===== config.mk =====
export PLATFORM = sky130hd
export DESIGN_NAME = branch_resolve_predict
export DESIGN_NICKNAME = d
export VERILOG_FILES = /design/src/rtl/mips_branch_pkg.sv /design/src/rtl/br_cond_eval.sv /design/src/rtl/branch_resolve_predict.sv
export SDC_FILE = /design/constraint.sdc
export NUM_CORES = 1
export LEC_CHECK = 0
export ABC_AREA = 1
export BUFFER_PORTS_ARGS = -buffer_cell sky130_fd_sc_hd__buf_2
export CORE_MARGIN = 2
export CORE_UTILIZATION = 46
export DETAILED_ROUTE_END_ITERATION = 16
export PLACE_DENSITY = 0.84
export SYNTH_ARGS = -nofsm -noshare
export SYNTH_HDL_FRONTEND = slang
export SYNTH_HIERARCHICAL = 1
export SYNTH_SLANG_ARGS = --single-unit

===== constraint.sdc =====
create_clock -name clk -period 1.8 [get_ports clk]
set_input_delay 0.18 -clock clk [delete_from_list [all_inputs] [get_ports clk]]
set_output_delay 0.18 -clock clk [all_outputs]
set_load 0.05 [all_outputs]

===== src/rtl/mips_branch_pkg.sv =====
// Shared branch-type encodings and BHT constants for the EX-stage branch resolver
// and its direction predictor.
package mips_branch_pkg;

  typedef enum logic [2:0] {
    BR_NONE = 3'd0,
    BR_BEZ  = 3'd1,
    BR_BNE  = 3'd2,
    BR_JMP  = 3'd3,
    BR_BEQ  = 3'd4,
    BR_BLTZ = 3'd5,
    BR_BGEZ = 3'd6,
    BR_RSVD = 3'd7
  } br_type_e;

  // Weakly not-taken, so a cold entry flips to taken after one taken outcome.
  localparam logic [1:0] BHT_RESET_VAL = 2'b01;

  function automatic logic is_conditional(input logic [2:0] t);
    case (t)
      BR_BEZ, BR_BNE, BR_BEQ, BR_BLTZ, BR_BGEZ: is_conditional = 1'b1;
      default:                                  is_conditional = 1'b0;
    endcase
  endfunction

  function automatic logic is_counted_branch(input logic [2:0] t);
    is_counted_branch = (t != BR_NONE) && (t != BR_RSVD);
  endfunction

  function automatic logic [1:0] sat2_next(input logic [1:0] ctr, input logic up);
    if (up) sat2_next = (ctr == 2'b11) ? ctr : ctr + 2'b01;
    else    sat2_next = (ctr == 2'b00) ? ctr : ctr - 2'b01;
  endfunction

endpackage


===== src/rtl/br_cond_eval.sv =====
// Stateless branch-condition evaluator: decodes the branch type and compares
// the two EX operands.
module br_cond_eval
  import mips_branch_pkg::*;
#(
  parameter int WIDTH = 32
) (
  input  logic [2:0]       br_type,
  input  logic [WIDTH-1:0] val1,
  input  logic [WIDTH-1:0] reg2,
  output logic             cond_taken
);

  always_comb begin
    cond_taken = 1'b0;
    case (br_type)
      BR_BEZ:  cond_taken = (val1 == '0);
      BR_BNE:  cond_taken = (val1 != reg2);
      BR_JMP:  cond_taken = 1'b1;
      BR_BEQ:  cond_taken = (val1 == reg2);
      BR_BLTZ: cond_taken = val1[WIDTH-1];
      BR_BGEZ: cond_taken = ~val1[WIDTH-1];
      default: cond_taken = 1'b0;
    endcase
  end

endmodule


===== src/rtl/branch_resolve_predict.sv =====
// EX-stage branch resolution with a 2-bit bimodal predictor for IF, a registered
// misprediction flush and saturating branch statistics.
module branch_resolve_predict
  import mips_branch_pkg::*;
#(
  parameter int WIDTH     = 32,
  parameter int BHT_DEPTH = 16,
  parameter int STAT_W    = 16
) (
  input  logic              clk,
  input  logic              rst_n,
  input  logic [WIDTH-1:0]  if_pc,
  output logic              if_pred_taken,
  input  logic              ex_valid,
  input  logic              ex_stall,
  input  logic [WIDTH-1:0]  ex_pc,
  input  logic [2:0]        ex_br_type,
  input  logic [WIDTH-1:0]  ex_val1,
  input  logic [WIDTH-1:0]  ex_reg2,
  input  logic              ex_pred_taken,
  output logic              br_taken,
  output logic              flush,
  output logic              flush_taken,
  input  logic              stat_clr,
  output logic [STAT_W-1:0] stat_branches,
  output logic [STAT_W-1:0] stat_mispredicts
);

  localparam int IDX_W = $clog2(BHT_DEPTH);

  logic [1:0]        bht_q [BHT_DEPTH];
  logic              flush_q, flush_d;
  logic              flush_taken_q, flush_taken_d;
  logic [STAT_W-1:0] br_cnt_q, br_cnt_d;
  logic [STAT_W-1:0] mp_cnt_q, mp_cnt_d;

  logic [IDX_W-1:0]  if_idx, ex_idx;
  logic              cond_taken;
  logic              resolve, mispredict, bht_upd, count_br;
  logic [1:0]        ctr_next;
  logic              unused_pc_bits;

  br_cond_eval #(.WIDTH(WIDTH)) u_cond (
    .br_type    (ex_br_type),
    .val1       (ex_val1),
    .reg2       (ex_reg2),
    .cond_taken (cond_taken)
  );

  assign if_idx = if_pc[IDX_W+1:2];
  assign ex_idx = ex_pc[IDX_W+1:2];
  assign unused_pc_bits = ^{if_pc[WIDTH-1:IDX_W+2], if_pc[1:0],
                            ex_pc[WIDTH-1:IDX_W+2], ex_pc[1:0]};

  assign br_taken      = ex_valid & cond_taken;
  // Read straight from the array: a same-cycle update is not forwarded.
  assign if_pred_taken = bht_q[if_idx][1];

  // The slot right after a flush holds a wrong-path instruction, so it never resolves.
  assign resolve    = ex_valid & ~ex_stall & ~flush_q;
  assign mispredict = resolve & (br_taken != ex_pred_taken);
  assign bht_upd    = resolve & is_conditional(ex_br_type);
  assign count_br   = resolve & is_counted_branch(ex_br_type);
  assign ctr_next   = sat2_next(bht_q[ex_idx], br_taken);

  always_comb begin
    flush_d       = mispredict;
    flush_taken_d = mispredict & br_taken;
    br_cnt_d      = br_cnt_q;
    mp_cnt_d      = mp_cnt_q;
    if (stat_clr) begin
      br_cnt_d = '0;
      mp_cnt_d = '0;
    end else begin
      if (count_br && !(&br_cnt_q))   br_cnt_d = br_cnt_q + STAT_W'(1);
      if (mispredict && !(&mp_cnt_q)) mp_cnt_d = mp_cnt_q + STAT_W'(1);
    end
  end

  always_ff @(posedge clk or negedge rst_n) begin
    if (!rst_n) begin
      for (int i = 0; i < BHT_DEPTH; i++) bht_q[i] <= BHT_RESET_VAL;
    end else if (bht_upd) begin
      bht_q[ex_idx] <= ctr_next;
    end
  end

  always_ff @(posedge clk or negedge rst_n) begin
    if (!rst_n) begin
      flush_q       <= 1'b0;
      flush_taken_q <= 1'b0;
      br_cnt_q      <= '0;
      mp_cnt_q      <= '0;
    end else begin
      flush_q       <= flush_d;
      flush_taken_q <= flush_taken_d;
      br_cnt_q      <= br_cnt_d;
      mp_cnt_q      <= mp_cnt_d;
    end
  end

  assign flush            = flush_q;
  assign flush_taken      = flush_taken_q;
  assign stat_branches    = br_cnt_q;
  assign stat_mispredicts = mp_cnt_q;

endmodule


# Word level (Yosys, flattened, before mapping)
# Cells that the tools add are included.
[classes]
add_sub_neg = 4
magnitude_cmp = 3
eq_ne = 11
muxes = 18
n_bitwise = 12
n_reduce_logical = 14
[ops]
columns = ["operator", "count"]
rows = [
  ["$mux 16", 4],
  ["$add 16x1->16 const B", 2],
  ["$bwmux 32", 1],
  ["$eq 32x32->1", 1],
  ["$logic_not 32->1", 1],
  ["$ne 32x32->1", 1],
  ["$reduce_and 16->1", 2],
  ["$bmux 2 s4", 2],
  ["$mux 2", 8],
  ["$ge 5x5->1 const B", 2],
  ["$not 4->5", 2],
  ["$eq 3x3->1 const B", 3],
  ["$demux 2 s4", 1],
  ["$and 1x1->1", 7],
  ["$eq 3x2->1 const B", 2],
  ["$pmux 1 s6", 1],
  ["$lt 5x1->1 const B", 1],
  ["$reduce_or 5->1", 1],
  ["$logic_and 1x1->1", 4],
  ["$reduce_bool 2->1", 2],
  ["$eq 3x1->1 const B", 1],
  ["$ne 3x3->1 const B", 1],
  ["$not 1->1", 3],
  ["$reduce_bool 3->1", 1],
  ["other kinds (7)", 8],
]
[word_totals]
regBits = 66
in_bits = 137

# Logic depth before layout (Yosys ltp)
[logic_depth]
word_depth = 8
ltp_mapped = 21

# Cells and area by module
# The synthesis kept the hierarchy.
[by_module_without_submodules]
columns = ["module", "n_inst", "cells_per_inst", "area_per_inst_um2"]
rows = [
  ["branch_resolve_predict", 1, 555, 3858.7],
  ["br_cond_eval", 1, 182, 805.8],
]

# Worst setup path after synthesis
# OpenSTA, ideal clock, no wires.
[synth_path]
path_kind = "input port to flip-flop"
start = "input port ex_reg2[0]"
end = "register mp_cnt_q[9], in the netlist stat_mispredicts[9]"
setup_time_ns = 0.096
arrival_time_ns = 2.104
t_required_ns = 1.704
setup_slack_ns = -0.400
stages = 17
n_path_buf = 0
path_cell_list = "xnor2_1 nand2_1 nor2_1 nand2_1 nor2_1 nand3_1 nand3_1 nand2_1 inv_1 nand2_1 nand3_1 inv_2 nand2_1 nand2_1 inv_1 nand2_1 o31ai_1"
[synth_between]
elab_chain_cells = 7
word_cells_on_any_way = 8
cone_classes = "3 x eq/ne; 1 x mux; 2 x bitwise; 2 x reduce/logical"
[synth_lines]
columns = ["item", "line_no", "text"]
rows = [
  ["from (decl)", "branch_resolve_predict.sv:19", "input logic [WIDTH-1:0] ex_reg2,"],
  ["$eq 32x32->1 or $ne 32x32->1 (tied branches)", "br_cond_eval.sv:20, br_cond_eval.sv:18", ""],
  ["$pmux 1 s6 *", "br_cond_eval.sv:16", "case (br_type)"],
  ["net cond_taken", "branch_resolve_predict.sv:38", "logic cond_taken;"],
  ["$and 1x1->1 *", "branch_resolve_predict.sv:55", "assign br_taken = ex_valid & cond_taken;"],
  ["net br_taken", "branch_resolve_predict.sv:21", "output logic br_taken,"],
  ["$ne 1x1->1 *", "branch_resolve_predict.sv:61", "assign mispredict = resolve & (br_taken != ex_pred_taken);"],
  ["$and 1x1->1 *", "branch_resolve_predict.sv:61", ""],
  ["net flush_d", "branch_resolve_predict.sv:32", "logic flush_q, flush_d;"],
  ["$logic_and 1x1->1 *", "branch_resolve_predict.sv:76", "if (mispredict && !(&mp_cnt_q)) mp_cnt_d = mp_cnt_q + STAT_W'(1);"],
  ["$reduce_bool 2->1 (no source line) *", "n/a", ""],
  ["to (signal assigned)", "branch_resolve_predict.sv:98", "mp_cnt_q <= mp_cnt_d;"],
  ["to (decl)", "branch_resolve_predict.sv:35", "logic [STAT_W-1:0] mp_cnt_q, mp_cnt_d;"],
]
# Mark *: on every way through the listed nets, which the timed path passes. The rest lies on a longest branch.
# A chain may end at the register's enable or synchronous reset.

# Worst setup path after layout
[layout_path]
start = "input port ex_reg2[6]"
end = "register mp_cnt_q[14], in the netlist stat_mispredicts[14]"
[layout_between]
elab_chain_cells = 7
word_cells_on_any_way = 8
cone_classes = "3 x eq/ne; 1 x mux; 2 x bitwise; 2 x reduce/logical"
[layout_lines]
columns = ["item", "line_no"]
rows = [
  ["$eq 32x32->1 or $ne 32x32->1 (tied branches)", "br_cond_eval.sv:20, br_cond_eval.sv:18"],
  ["$pmux 1 s6 *", "br_cond_eval.sv:16"],
  ["net cond_taken", "branch_resolve_predict.sv:38"],
  ["$and 1x1->1 *", "branch_resolve_predict.sv:55"],
  ["$ne 1x1->1 *", "branch_resolve_predict.sv:61"],
  ["$and 1x1->1 *", "branch_resolve_predict.sv:61"],
  ["net flush_d", "branch_resolve_predict.sv:32"],
  ["$logic_and 1x1->1 *", "branch_resolve_predict.sv:76"],
  ["$reduce_bool 2->1 (no source line) *", "n/a"],
]
# Marks and branches as above.

==> results.ini <==
[global_routing]
antenna_found_initial = 1
overflow = 0
grt.total_usage_pct = 23.82
grt_pass1_wl_um = 21120
grt_start_max_net_pins = 42
grt_pass1_vias = 4617

[finish]
area_growth_pct = 38.09
layout_common_cells = nand2_1 (277), buf_2 (104), inv_1 (82)
nets = 1046
drive_gt1_share_pct = 31.91
layout_commonest_cell = nand2_1
final_util_pct = 65.60
final_cells = 1046

[routing]
wire_per_inst_um = 12.73
via_per_inst = 4.926
dr.pass1.iters = 5
wl_um = 13320
antenna_left = 0
initialDrtViolationCount = 251
vias = 5153
drcViolationCount = 0

[worst_setup_path]
slowest_stage = xnor2_2
setup.worst_path.start = ex_reg2[6]
r2r_cells = 9
cp_data_arrival_time_ns = 2.05
r2r_end = bht_q[21]$_DFFE_PN0P_
r2r_slack_ns = 0.11
crit_path_cell_trace = buf_2, xnor2_2, nand2_2, nor2_2, nand2_1, nor2_2, nand2_1, nand2_1, nand3_2, nand2_4, clkinvlp_4, nand2_2, nand3_2, inv_2, nand2_4, nor2_4, nand2_2, nand2_2, nand2_2, nor2_1
cp-end-kind = flip-flop
worst-path-buf-inv = 3
r2r_start = flush$_DFF_PN0_
cp.required_ns = 2.10
crit_type = input port to flip-flop
crit_top_cell = nand2_2
endpoint = stat_mispredicts[14]$_DFFE_PN0P_
crit_cells = 20
crit_family = simple AND/OR/NAND/NOR gates
max_stage_delay_ns = 0.18
path_max_fanout = 7
critPathLaunchType = input port

[synthesis]
seq_area_frac_synth_pct = 35.84
netlist-cell-type-count = 32
yosys_warnings = 6
synth_nets = 876
syn_inst = 737
ys_ff_latch = 66
synth_area_sq_um = 4664
syn_avg_cell_area_sq_um = 6.329

[die]
fp-row-count = 36
fp.dieH_um = 104.7
core_area_sq_um = 9819
die_area_sq_um = 10960
io_pins = 173
dieWidth_um = 104.7
start_util_pct = 47.50

[timing]
slew_headroom_pct = 75.65
fmax_mhz = 568.8
period_share_pct = 97.67
setup_viol = 0
tightest_slew_ns = 0.3624
setup_ws_ns = 0.04198
final_hold_viol_count = 0
slew_viol_final = 0
whs_ns = 0.04627
fin_crit_ns = 1.758
grt_setup_unrepaired = yes
finClkSkew_ns = 0.01112

[pwr]
clockPowerShare_pct = 37.0
p_seq_share_pct = 41.4
p_switching_mw = 1.082
p_leak_nw = 3.261
p_comb_share_pct = 21.5
sw_frac_of_total_pct = 28.34
power.internal_mw = 2.736
powerDensity_nw_per_um2 = 592.8
irDropWorstVdd_v = 0.0005889

[placed_design]
dp_slack_ns = -0.3152
io_buffers = 116
dp.cells = 1017
gp_congestion = 0.9370
dpl.hpwl_um = 9905

[clocking]
clk_pin_slew_ns = 0.08
tritoncts = built
root_buffer = clkbuf_8
htree_levels = 3
cts-root-to-sink-buffers = 2
numCtsBuffers = 9
worstSkewPairLatency_ns = 0.36
clock_sinks = 66

[min_path]
whs_path_depth = 2
hold_path_class = input port to flip-flop

[outcome]
outcome = complete, no violations

[flow_run]
max_cap_violations = 0

power groups by stage:
stage | sequential [mW] | combinational (mW) | clock [mW]
after floorplan | 1.62 | 0.379 | 0
after global placement | 1.61 | 0.706 | 0
after detailed placement | 1.61 | 0.718 | 0
after CTS | 1.58 | 0.723 | 1.45
after global routing | 1.59 | 0.899 | 1.51
final | 1.58 | 0.823 | 1.41
state kept, by name, indices dropped and copies added (netlist names):
| name | cells |
|---|---|
| bht_q | 32 |
| flush | 1 |
| flush_taken | 1 |
| stat_branches | 16 |
| stat_mispredicts | 16 |
Yosys cell counts:
master / count / area share [%]
ha_1: 2 / 0.54
a21oi_1: 19 / 2.0
and3_1: 1 / 0.13
buf_4: 2 / 0.32
clkbuf_1: 3 / 0.24
o21a_1: 1 / 0.16
o21ai_1: 3 / 0.32
o21ai_4: 1 / 0.35
nor3_1: 18 / 1.9
inv_2: 6 / 0.48
buf_1: 1 / 0.080
nor2_1: 90 / 7.2
o21bai_1: 1 / 0.16
nand2_2: 6 / 0.80
buf_6: 3 / 0.72
nand3_1: 46 / 4.9
inv_1: 90 / 7.2
o31ai_1: 3 / 0.48
buf_2: 2 / 0.21
nor2_2: 4 / 0.54
dfrtp_1: 50 / 27
mux2i_1: 4 / 0.86
nand2_1: 294 / 24
dfstp_2: 16 / 9.0
o211ai_1: 5 / 0.80
nor2_4: 2 / 0.48
xnor2_1: 19 / 3.6
xor2_1: 5 / 0.94
nand2_4: 3 / 0.72
nand4_1: 7 / 0.94
o21ai_0: 29 / 3.1
nor4_1: 1 / 0.13
layout make-up:
type | count | area [sq um]
fillers | 876 | 3378
multi-input cells | 564 | 2920
flip-flops and latches | 66 | 1674
repair buffers | 170 | 1084
inverters | 96 | 366.6
well taps | 133 | 166.4
clock buffers | 10 | 137.6
clock inverters | 6 | 90.09
diodes | 1 | 2.502
routing by layer:
| metal | vias up | track usage [%] | wire length (um) | part of all wire [%] |
|---|---|---|---|---|
| li1 | 2629 | - | - | - |
| met2 | 178 | 39.64 | 6581 | 49 |
| met5 | - | 0 | 0 | 0 |
| met3 | 26 | 6.114 | 884 | 6.6 |
| met1 | 2320 | 31.23 | 5648 | 42 |
| met4 | 0 | 5.619 | 204 | 1.5 |
repair_timing:
action / in CTS / in global routing
setup buffers: 0 / 11
hold buffers: 1 / 0
endpoints found under the hold margin: 8 / 0
setup endpoints to repair: 1 / 46
resized for setup: 1 / 68
pin swaps: 1 / 44
metrics by stage:
stage | instance area (sq um) | total power, mW | TNS, ns
finish | 6441 | 3.818 | 0
global route | 6441 | 3.995 | -0.9727
CTS | 6127 | 3.756 | 0
detailed placement | 5887 | 2.325 | -9.856
global placement | 5887 | 2.313 | -9.176
floorplan | 4886 | 2.001 | -4.158
worst min-delay path by stage:
| stage | slack, ns | startpoint | endpoint |
|---|---|---|---|
| floorplan | -0.12 | rst_n | bht_q[11]$_DFFE_PN0P_ |
| global placement | 0.11 | rst_n | bht_q[13]$_DFFE_PN0P_ |
| detailed placement | 0.11 | rst_n | bht_q[13]$_DFFE_PN0P_ |
| CTS | 0.03 | stat_clr | stat_mispredicts[11]$_DFFE_PN0P_ |
| global route | 0.04 | stat_clr | stat_mispredicts[9]$_DFFE_PN0P_ |
| finish | 0.05 | stat_clr | stat_mispredicts[9]$_DFFE_PN0P_ |
worst register-to-register path: stages, from the launching register on:
cell and delay (ns):
dfrtp_1 0.43, nor3_2 0.21, buf_4 0.15, nand3_1 0.09, inv_1 0.11, nand2_1 0.14, nor2_1 0.25, inv_1 0.09
nand2_1 0.06, nand2_1 0.05
cell families after synthesis:
kind of cell / Yosys count / synth area share [%]
AOI/OAI and AO/OA: 62 / 7.430
buffers and inverters: 107 / 9.308
and+or+nand+nor: 472 / 41.52
xor gates and xnor gates: 24 / 4.506
adders and majority gates: 2 / 0.5364
DFF: 66 / 35.84
muxes: 4 / 0.8584
Note: power is estimated with default switching activity, not from simulation.
